## src/rtl/dot_product_accumulator_pkg.sv

```systemverilog
// Shared constants for the dot-product accumulator: default sizing, the
// accumulator width derivation and the control state encoding.
package dot_product_accumulator_pkg;

    localparam int N_DEF     = 4;
    localparam int TERMS_DEF = 4;
    localparam int CW_DEF    = 2;

    // Product is 2N bits; CW extra bits absorb the carry of up to 2^CW terms.
    function automatic int acc_width(input int n, input int cw);
        return 2 * n + cw;
    endfunction

    typedef enum logic {
        ACCUM = 1'b0,
        HOLD  = 1'b1
    } state_e;

endpackage

```

## src/rtl/dot_product_accumulator_mod_counter.sv

```systemverilog
// CW-bit term counter with synchronous clear and a terminal flag at TERMS-1;
// reusable by other sequential multiplier stages.
module dot_product_accumulator_mod_counter #(
    parameter int CW    = 2,
    parameter int TERMS = 4
) (
    input  logic          clk,
    input  logic          rst,
    input  logic          inc,
    input  logic          clr,
    output logic [CW-1:0] cnt,
    output logic          term
);

    logic [CW-1:0] cnt_q, cnt_d;

    always_comb begin
        cnt_d = cnt_q;
        if (clr) begin
            cnt_d = '0;
        end else if (inc) begin
            cnt_d = cnt_q + CW'(1);
        end
    end

    always_ff @(posedge clk or posedge rst) begin
        if (rst) begin
            cnt_q <= '0;
        end else begin
            cnt_q <= cnt_d;
        end
    end

    assign cnt  = cnt_q;
    assign term = (cnt_q == CW'(TERMS - 1));

endmodule

```

## src/rtl/dot_product_accumulator.sv

```systemverilog
// Sums TERMS consecutive unsigned products from the array multiplier and
// holds each completed dot product on a valid/ready output until accepted.
module dot_product_accumulator
    import dot_product_accumulator_pkg::*;
#(
    parameter int N     = N_DEF,
    parameter int TERMS = TERMS_DEF,
    parameter int CW    = CW_DEF,
    parameter int ACC_W = acc_width(N, CW)
) (
    input  logic             clk,
    input  logic             rst,
    input  logic             clear,
    input  logic [2*N-1:0]   prod,
    input  logic             in_valid,
    output logic             in_ready,
    output logic [ACC_W-1:0] out_sum,
    output logic             out_valid,
    input  logic             out_ready,
    output logic [CW-1:0]    term_cnt
);

    state_e           state_q, state_d;
    logic [ACC_W-1:0] acc_q, acc_d;
    logic [ACC_W-1:0] sum_q, sum_d;

    logic in_xfer;
    logic abort;
    logic last;
    logic cnt_inc;
    logic cnt_clr;

    // Handshake flags depend only on registered state, never on out_ready.
    assign in_ready  = (state_q == ACCUM);
    assign out_valid = (state_q == HOLD);
    assign in_xfer   = in_valid & in_ready;
    assign abort     = clear & in_ready;

    // An aborted transfer still consumes the product but never counts it.
    assign cnt_inc = in_xfer & ~abort & ~last;
    assign cnt_clr = abort | (in_xfer & last);

    dot_product_accumulator_mod_counter #(
        .CW    (CW),
        .TERMS (TERMS)
    ) u_term_counter (
        .clk  (clk),
        .rst  (rst),
        .inc  (cnt_inc),
        .clr  (cnt_clr),
        .cnt  (term_cnt),
        .term (last)
    );

    always_comb begin
        state_d = state_q;
        acc_d   = acc_q;
        sum_d   = sum_q;
        case (state_q)
            ACCUM: begin
                if (abort) begin
                    acc_d = '0;
                end else if (in_xfer) begin
                    if (last) begin
                        sum_d   = acc_q + ACC_W'(prod);
                        acc_d   = '0;
                        state_d = HOLD;
                    end else begin
                        acc_d = acc_q + ACC_W'(prod);
                    end
                end
            end
            HOLD: begin
                if (out_ready) begin
                    state_d = ACCUM;
                end
            end
            default: state_d = ACCUM;
        endcase
    end

    always_ff @(posedge clk or posedge rst) begin
        if (rst) begin
            state_q <= ACCUM;
            acc_q   <= '0;
            sum_q   <= '0;
        end else begin
            state_q <= state_d;
            acc_q   <= acc_d;
            sum_q   <= sum_d;
        end
    end

    assign out_sum = sum_q;

endmodule

```

## config.mk

```make
export PLATFORM = sky130hd
export DESIGN_NAME = dot_product_accumulator
export DESIGN_NICKNAME = d
export VERILOG_FILES = /design/src/rtl/dot_product_accumulator_pkg.sv /design/src/rtl/dot_product_accumulator_mod_counter.sv /design/src/rtl/dot_product_accumulator.sv
export SDC_FILE = /design/constraint.sdc
export NUM_CORES = 1
export LEC_CHECK = 0
export ABC_AREA = 1
export CAP_MARGIN = 20
export CORE_MARGIN = 3
export CORE_UTILIZATION = 46
export CTS_BUF_LIST = sky130_fd_sc_hd__clkbuf_8
export DETAILED_ROUTE_END_ITERATION = 8
export GPL_ROUTABILITY_DRIVEN = 0
export GPL_TIMING_DRIVEN = 0
export PLACE_DENSITY = 0.72
export SYNTH_ARGS = -nofsm -noshare
export SYNTH_HDL_FRONTEND = slang
export SYNTH_HIERARCHICAL = 1
export SYNTH_SLANG_ARGS = --single-unit
export TNS_END_PERCENT = 1
```

## constraint.sdc

```tcl
create_clock -name clk -period 2.18 [get_ports clk]
set_input_delay 0.545 -clock clk [delete_from_list [all_inputs] [get_ports clk]]
set_output_delay 0.545 -clock clk [all_outputs]
set_load 0.03 [all_outputs]
```

Word level (Yosys, flattened, before mapping)
Index checks and enable logic that the tools add are counted.
W data, S select, Z words.
{"block": "totals", "regBits": 23, "input_bits": 13, "output_inout_bits": 14, "word_cells": 30}
{"block": "op_classes", "add_sub_neg": 2, "n_eq_ne": 1, "n_mux": 10, "bitwise": 9, "n_reduce_logical": 4}
{"op": "$mux W10", "n": 3}
{"op": "$add A10 B8 Y10", "n": 1}
{"op": "$and A1 B1 Y1", "n": 5}
{"op": "$mux W1", "n": 4}
{"op": "$mux W2", "n": 2}
{"op": "$reduce_and A4 Y1", "n": 1}
{"op": "$reduce_bool A2 Y1", "n": 2}
{"op": "$not A1 Y1", "n": 3}
{"op": "$add A2 B1 Y2 const B", "n": 1}
{"op": "$eq A2 B2 Y1 const B", "n": 1}
{"op": "$pmux W1 S2", "n": 1}
{"op": "$reduce_and A2 Y1", "n": 1}
{"op": "$or A1 B1 Y1", "n": 1}

Logic depth before layout (Yosys ltp)
Gate-level depths: netlist of run 1.
{"block": "depth", "word_depth": 7, "ltp_mapped": 10}

Hierarchy
The synthesis of run 1 kept the hierarchy.
{"mod": "dot_product_accumulator", "instances": 1, "cells_each": 165, "area_per_inst_um2": 1316.3, "seq_area_each_um2": 525.5}
{"mod": "dot_product_accumulator_mod_counter", "instances": 1, "cells_each": 13, "area_per_inst_um2": 101.3, "seq_area_each_um2": 50.0}

Worst setup path after synthesis of run 1
OpenSTA, ideal clock, no wires.
{"block": "synth_path", "path_type": "input -> register", "from": "input port prod[0]", "to": "register acc_q[8]", "setup_ns": 0.117, "arrival_ns": 1.641, "required_time_ns": 2.063, "slack_ns": 0.421, "path_stages": 9, "n_path_buf": 0, "cell_sequence": "ha_1 -> inv_1 -> fa_1 -> o21ai_2 -> nand2_1 -> nand2_1 -> nand2_1 -> nand3_1 -> nand2_1"}
{"block": "synth_via", "elab_chain_len": 4}
{"element": "start: declaration", "line": "dot_product_accumulator.sv:14", "source": "input logic [2*N-1:0] prod,"}
{"element": "$add A10 B8 Y10", "line": "dot_product_accumulator.sv:69", "source": "acc_d = acc_q + ACC_W'(prod);"}
{"element": "$mux W10", "line": "dot_product_accumulator.sv:64", "source": "if (last) begin"}
{"element": "$mux W10", "line": "dot_product_accumulator.sv:63", "source": "end else if (in_xfer) begin"}
{"element": "$mux W10", "line": "dot_product_accumulator.sv:61", "source": "if (abort) begin"}
{"element": "end signal: assignment", "line": "dot_product_accumulator.sv:85", "source": "acc_q <= '0;"}
{"element": "end signal: assignment", "line": "dot_product_accumulator.sv:89", "source": "acc_q <= acc_d;"}
{"element": "end: declaration", "line": "dot_product_accumulator.sv:24", "source": "logic [ACC_W-1:0] acc_q, acc_d;"}
No other way between the ends. The select of a mux whose other input is x is not followed.
A chain may end at the register's enable or synchronous reset.

Worst setup path in the final report of run 1
{"block": "layout_path", "from": "input port prod[0]", "to": "register sum_q[8], in the netlist out_sum[8]"}
{"block": "layout_via", "elab_chain_len": 1}
{"element": "$add A10 B8 Y10", "line": "dot_product_accumulator.sv:65", "source": "sum_d = acc_q + ACC_W'(prod);"}
{"element": "end signal: assignment", "line": "dot_product_accumulator.sv:90", "source": "sum_q <= sum_d;"}
{"element": "end: declaration", "line": "dot_product_accumulator.sv:25", "source": "logic [ACC_W-1:0] sum_q, sum_d;"}
No other way between the ends.

==> qor.txt, run 1 <==
max cap viols = 0
Post-DP HPWL = 2.35 mm
# rows = 19
initial DRC count = 52
fmax = 0.485 GHz
Rel. slew slack = 0.455
syn avg cell area = 7.96 um2
number of vias per cell = 5.21
vias in the first global route = 1153
total core area = 2850 um2
initial antenna violation count = 0
area grow syn2layout = 25.1%
nets = 233
drt drc = 0
Final Slew Violations = 0
Post-Route WL = 3.10 mm
CP Max Fanout = 3
final worst path period share = 0.946
FF+latch count, synth = 23
Synth Cell Area = 1420 um2
CTS root buf = clkbuf_8
layout cells sized above 1 = 0.129
Placed Cells = 235
pwr dens = 616 nW/um2
CTS Sinks = 23
outcome = finished, final reports clean
post-route setup slack = 0.117 ns
Starting Density = 0.497
Clk pin slew, worst setup/hold paths = 0.08 ns
hold_buf cts = 0
leak pwr = 0.919 nW
die width = 61.5 um
Slew @ Worst Pin = 0.817 ns
crit path kind = input port to flip-flop
Distinct cells, synth = 25
worst slack, placed = -0.252 ns
PortBufs = 26
Data arrival, critical path = 2.22 ns
Routed Antenna Nets = 0
final setup fails = 0
clock latency on the worst-skew pair = 0.27 ns
post-synthesis sequential area ratio = 0.406
Die H = 61.5 um
CP Launch Type = input port
worst hold path class = input port to async pin
fin cells = 240
Final Critical Period = 2.06 ns
Initial DRT Pass Iterations = 4
GRT Resource Usage Total = 0.179
WP data required = 2.34 ns
clock skew = 0.0101 ns
Max clock buf depth = 2
largest net degree at the start of global routing = 22
fin area = 1770 um2
Mapped Nets = 201
Max VDD drop = 0.502 mV
final hold violation count = 0
mean routed wirelength per cell = 12.9 um
Overflow after GRT = 0
RSZ-0062 raised after global routing = false
die area = 3780 um2
post-route setup TNS = 0 ns
H-tree Lvls = 1
CTS tree = built
Core Util, Final = 0.621
Crit. End Element = flip-flop
CTS buffer count = 3
diode count = 0
detailed-route via count = 1251
DP Area = 1720 um2
R2R setup slack = 0.48 ns
boundary pin count = 27
Cells after Synth = 178
synth warn = 6
first-pass GRT wire length = 5.02 mm
# fillers = 263
==> layout by cell type (no fill, tap or decap), drive strengths merged <==
cell           count
nand3b             3
ha                 9
nor2              13
inv               22
clkdlybuf4s50     26
a21boi             1
nor3               1
o21ai             11
or2                1
clkinv             1
dfrtp             23
nand4              1
xnor2              2
fa                 1
a21oi              4
buf                2
clkbuf             3
nand2             66
o21a               1
nand3             18
==> sequential cells by signal, summed over array words and instances (netlist names) <==
signal              count
acc_q                  10
out_valid               1
out_sum                10
u_term_counter/cnt      2
==> area by class of cell <==
class | instances | area (um2) | area share
plain buffers | 1 | 15.0 | 0.00847
clock inverters | 1 | 5.00 | 0.00282
multi-input cells | 132 | 744 | 0.420
repair buffers | 27 | 268 | 0.151
well taps | 31 | 38.8 | 0.0219
inverters | 22 | 85.1 | 0.0480
clock buffers | 3 | 41.3 | 0.0233
flip-flops and latches | 23 | 576 | 0.325
==> worst max-delay path: stages <==
cell	delay, ns
clkdlybuf4s50_1	0.46
ha_1	0.19
inv_1	0.07
fa_2	0.37
o21ai_2	0.19
nand2_1	0.12
nand2_1	0.09
nand2_1	0.06
nand3_1	0.08
nand2_1	0.05
==> synth_stat cells <==
master | count | share of area
a21boi_0 | 1 | 0.0053
a21oi_1 | 4 | 0.014
buf_8 | 1 | 0.011
dfrtp_1 | 23 | 0.41
fa_1 | 1 | 0.014
ha_1 | 9 | 0.079
inv_1 | 18 | 0.048
inv_2 | 3 | 0.0079
inv_4 | 1 | 0.0044
nand2_1 | 59 | 0.16
nand2_2 | 6 | 0.026
nand2_4 | 1 | 0.0079
nand3_1 | 18 | 0.064
nand3b_1 | 3 | 0.016
nand4_1 | 1 | 0.0044
nor2_1 | 10 | 0.026
nor2_2 | 1 | 0.0044
nor2_4 | 1 | 0.0079
nor2_8 | 1 | 0.014
nor3_4 | 1 | 0.011
o21a_1 | 1 | 0.0053
o21ai_0 | 7 | 0.025
o21ai_2 | 4 | 0.025
or2_2 | 1 | 0.0044
xnor2_1 | 2 | 0.012
==> report_power, final <==
| group | switching, mW | internal (mW) |
|---|---|---|
| Combinational | 0.195 | 0.136 |
| Clock | 0.146 | 0.128 |
| Sequential | 0.0242 | 0.462 |
==> logic make-up (layout without fill, tap and decap cells) <==
group | count (synthesis) | after routing | synth area share
adders and majority gates | 10 | 10 | 0.0936
buffers and inverters | 23 | 54 | 0.0706
AOI/OAI and AO/OA | 17 | 17 | 0.0741
xor gates and xnor gates | 2 | 2 | 0.0124
DFF | 23 | 23 | 0.406
and+or+nand+nor | 103 | 103 | 0.343
==> metrics by stage <==
step                      total power, mW  hold slack [ns]
after floorplan                     0.712            0.286
after global placement              0.810            0.467
after detailed placement            0.820            0.470
after CTS                            1.10            0.461
after global routing                 1.17            0.458
final                                1.09            0.465
==> layer usage <==
layer | wire length (um) | GRT usage | share of wire
met1 | 1350 | 0.235 | 0.43
met3 | 192 | 0.0461 | 0.062
met2 | 1510 | 0.296 | 0.49
met4 | 56 | 0.0424 | 0.018
met5 | 0 | 0 | 0
==> path summary, 6_finish.rpt <==
path / startpoint / end / cells after the start
worst max register to register: acc_q[0] / out_sum[8] / 9
worst min register to register: out_sum[1] / out_sum[1] / 2
max in group asynchronous: rst / out_sum[5] / 2
min in group clk: out_sum[1] / out_sum[1] / 2
worst min-delay path: rst / u_term_counter/cnt[0] / 2
worst max-delay path: prod[0] / out_sum[8] / 10
==> what timing repair did <==
action                     4_1_cts  5_1_grt
gates resized for setup          0        1
buffers inserted                 0        1
setup endpoints to repair        0        4
(Power assumes the default switching activity.)
==> inputs of run 2 (changes only) <==
Settings changed: CORE_UTILIZATION 46 to 50, PLACE_DENSITY 0.72 to 0.77.
==> run 2 against run 1 <==
Compared with the run above:
- cell count decreased by 0.83%
- non-clock buffer count decreased by 1
- critical path depth unchanged
- utilization increased by 6.3 points
- combinational power about the same
- power increased by 0.45%
- critical endpoint is now out_sum[6]
- worst hold slack got worse by 0.013 ns
- highest routed layer unchanged
- sequential power about the same
- clock power about the same
- sequential share of layout area unchanged
==> qor.txt, run 2 (same netlist as run 1, synthesis figures left out) <==
number of vias per cell = 5.25
die area = 3510 um2
commonest cells after routing, fill and taps aside = 59 x nand2_1, 26 x clkdlybuf4s50_1, 23 x dfrtp_1
RSZ-0062 raised after global routing = false
Overflow after GRT = 0
commonest non-fill, non-tap cell in the layout = nand2_1
hold_buf cts = 0
clock skew = 0.00402 ns
worst hold path class = input port to async pin
Max clock buf depth = 2
detailed-route via count = 1249
switching share of power = 0.340
clock latency on the worst-skew pair = 0.27 ns
CP top delay family = adder cells
fmax = 0.491 GHz
Post-DP HPWL = 2.52 mm
CTS root buf = clkbuf_8
GRT Resource Usage Total = 0.214
max cap viols = 0
Hold Worst Slack = 0.452 ns
post-route setup TNS = 0 ns
pwr dens = 619 nW/um2
Crit path top cell by count = nand2_1
sequential power share = 0.445
final hold violation count = 0
Die H = 59.2 um
Routed Antenna Nets = 0
Initial DRT Pass Iterations = 5
mean routed wirelength per cell = 13.8 um
total chip power = 1.10 mW
layout cells sized above 1 = 0.125
CP Buf/Inv Count = 2
H-tree Lvls = 1
R2R Path Start = acc_q[4]
Final Slew Violations = 0
CP Max Fanout = 4
clock share of power = 0.250
first-pass GRT wire length = 5.66 mm
fin cells = 238
largest net degree at the start of global routing = 22
# rows = 18
total core area = 2590 um2
CTS Sinks = 23
cells along the critical path = clkdlybuf4s50_1, ha_2, inv_1, fa_2, o21ai_4, nand2_1, nand2_1, nand2_1, nand3_1, nand2_1
Setup Buffers After CTS = 0
initial DRC count = 103
die width = 59.2 um
Data arrival, critical path = 2.20 ns
diode count = 0
Final Critical Period = 2.04 ns
Psw = 373 uW
vias in the first global route = 1245
drt drc = 0
Max VDD drop = 0.489 mV
CTS tree = built
leak pwr = 0.914 nW
final worst path period share = 0.934
initial antenna violation count = 0
worst setup path startpoint = prod[0]
CP Launch Type = input port
area grow syn2layout = 25.1%
PortBufs = 26
post-cts gate resize count = 0
Rel. slew slack = 0.450
Starting Density = 0.547
Pint = 724 uW
final setup fails = 0
slowest cell delay on critical path = 0.47 ns
WP data required = 2.34 ns
CTS buffer count = 3
outcome = finished, final reports clean
Crit-path slowest cell = clkdlybuf4s50_1
Post-Route WL = 3.29 mm
boundary pin count = 27
crit path kind = input port to flip-flop
Crit. End Element = flip-flop
Comb power frac = 0.305
Clk pin slew, worst setup/hold paths = 0.09 ns
Slew @ Worst Pin = 0.825 ns
Placed Cells = 234
nets = 232
run 2: changes by cell type in the layout (fill, tap and decap cells not counted):
cell	change
ha_1	-1
o21ai_2	-1
buf_4	-1
ha_2	+1
inv_1	+1
clkinv_2	-1
o21ai_4	+1
run 2: through the flow:
step / utilization / setup slack (ns) / area [um2]
floorplan: - / 0.421 / 1420
global placement: 0.662 / -0.237 / 1720
detailed placement: 0.662 / -0.270 / 1720
CTS: 0.680 / 0.00576 / 1760
global route: 0.685 / 0.00875 / 1770
finish: 0.685 / 0.143 / 1770
run 2: final cells by class:
type / count / area (um2)
Sequential cell: 23 / 576
Multi-Input combinational cell: 132 / 754
Buffer: 1 / 15.0
Clock inverter: 1 / 3.75
Inverter: 22 / 85.1
Fill cell: 219 / 817
Timing Repair Buffer: 26 / 260
Tap cell: 30 / 37.5
Clock buffer: 3 / 41.3
run 2: worst register-to-register path: cells and delay by family, from the launching register on:
kind,cells,cell delay [ns]
compound gates,1,0.32
flops,1,0.40
simple gates,5,0.51
fa+ha+maj,1,0.34
run 2: power groups by stage:
| stage | combinational (mW) | sequential [mW] | clock, mW |
|---|---|---|---|
| detailed placement | 0.325 | 0.497 | 0 |
| CTS | 0.327 | 0.488 | 0.282 |
| floorplan | 0.187 | 0.525 | 0 |
| global placement | 0.314 | 0.494 | 0 |
| finish | 0.334 | 0.488 | 0.275 |
| global route | 0.373 | 0.494 | 0.297 |
run 2: worst paths after layout:
check / to / depth (start not counted) / slack [ns]
max: out_sum[6] / 10 / 0.14
min: u_term_counter/cnt[1] / 2 / 0.45
max in group asynchronous: acc_q[5] / 2 / 0.90
min in group clk: acc_q[7] / 2 / 0.50
max reg2reg: out_sum[9] / 7 / 0.51
min reg2reg: acc_q[7] / 2 / 0.50
run 2: per-layer routing:
| layer | track usage | vias to the layer above | wire (um) |
|---|---|---|---|
| met1 | 0.283 | 577 | 1490 |
| met4 | 0.0777 | 0 | 53 |
| li1 | - | 626 | - |
| met2 | 0.354 | 42 | 1610 |
| met3 | 0.0305 | 4 | 138 |
| met5 | 0 | - | 0 |
==> inputs of run 3 (changes only) <==
Settings changed: TNS_END_PERCENT 1 to not set.
==> results of run 3 <==
Final layout, timing and power as in run 2 (identical DEF).
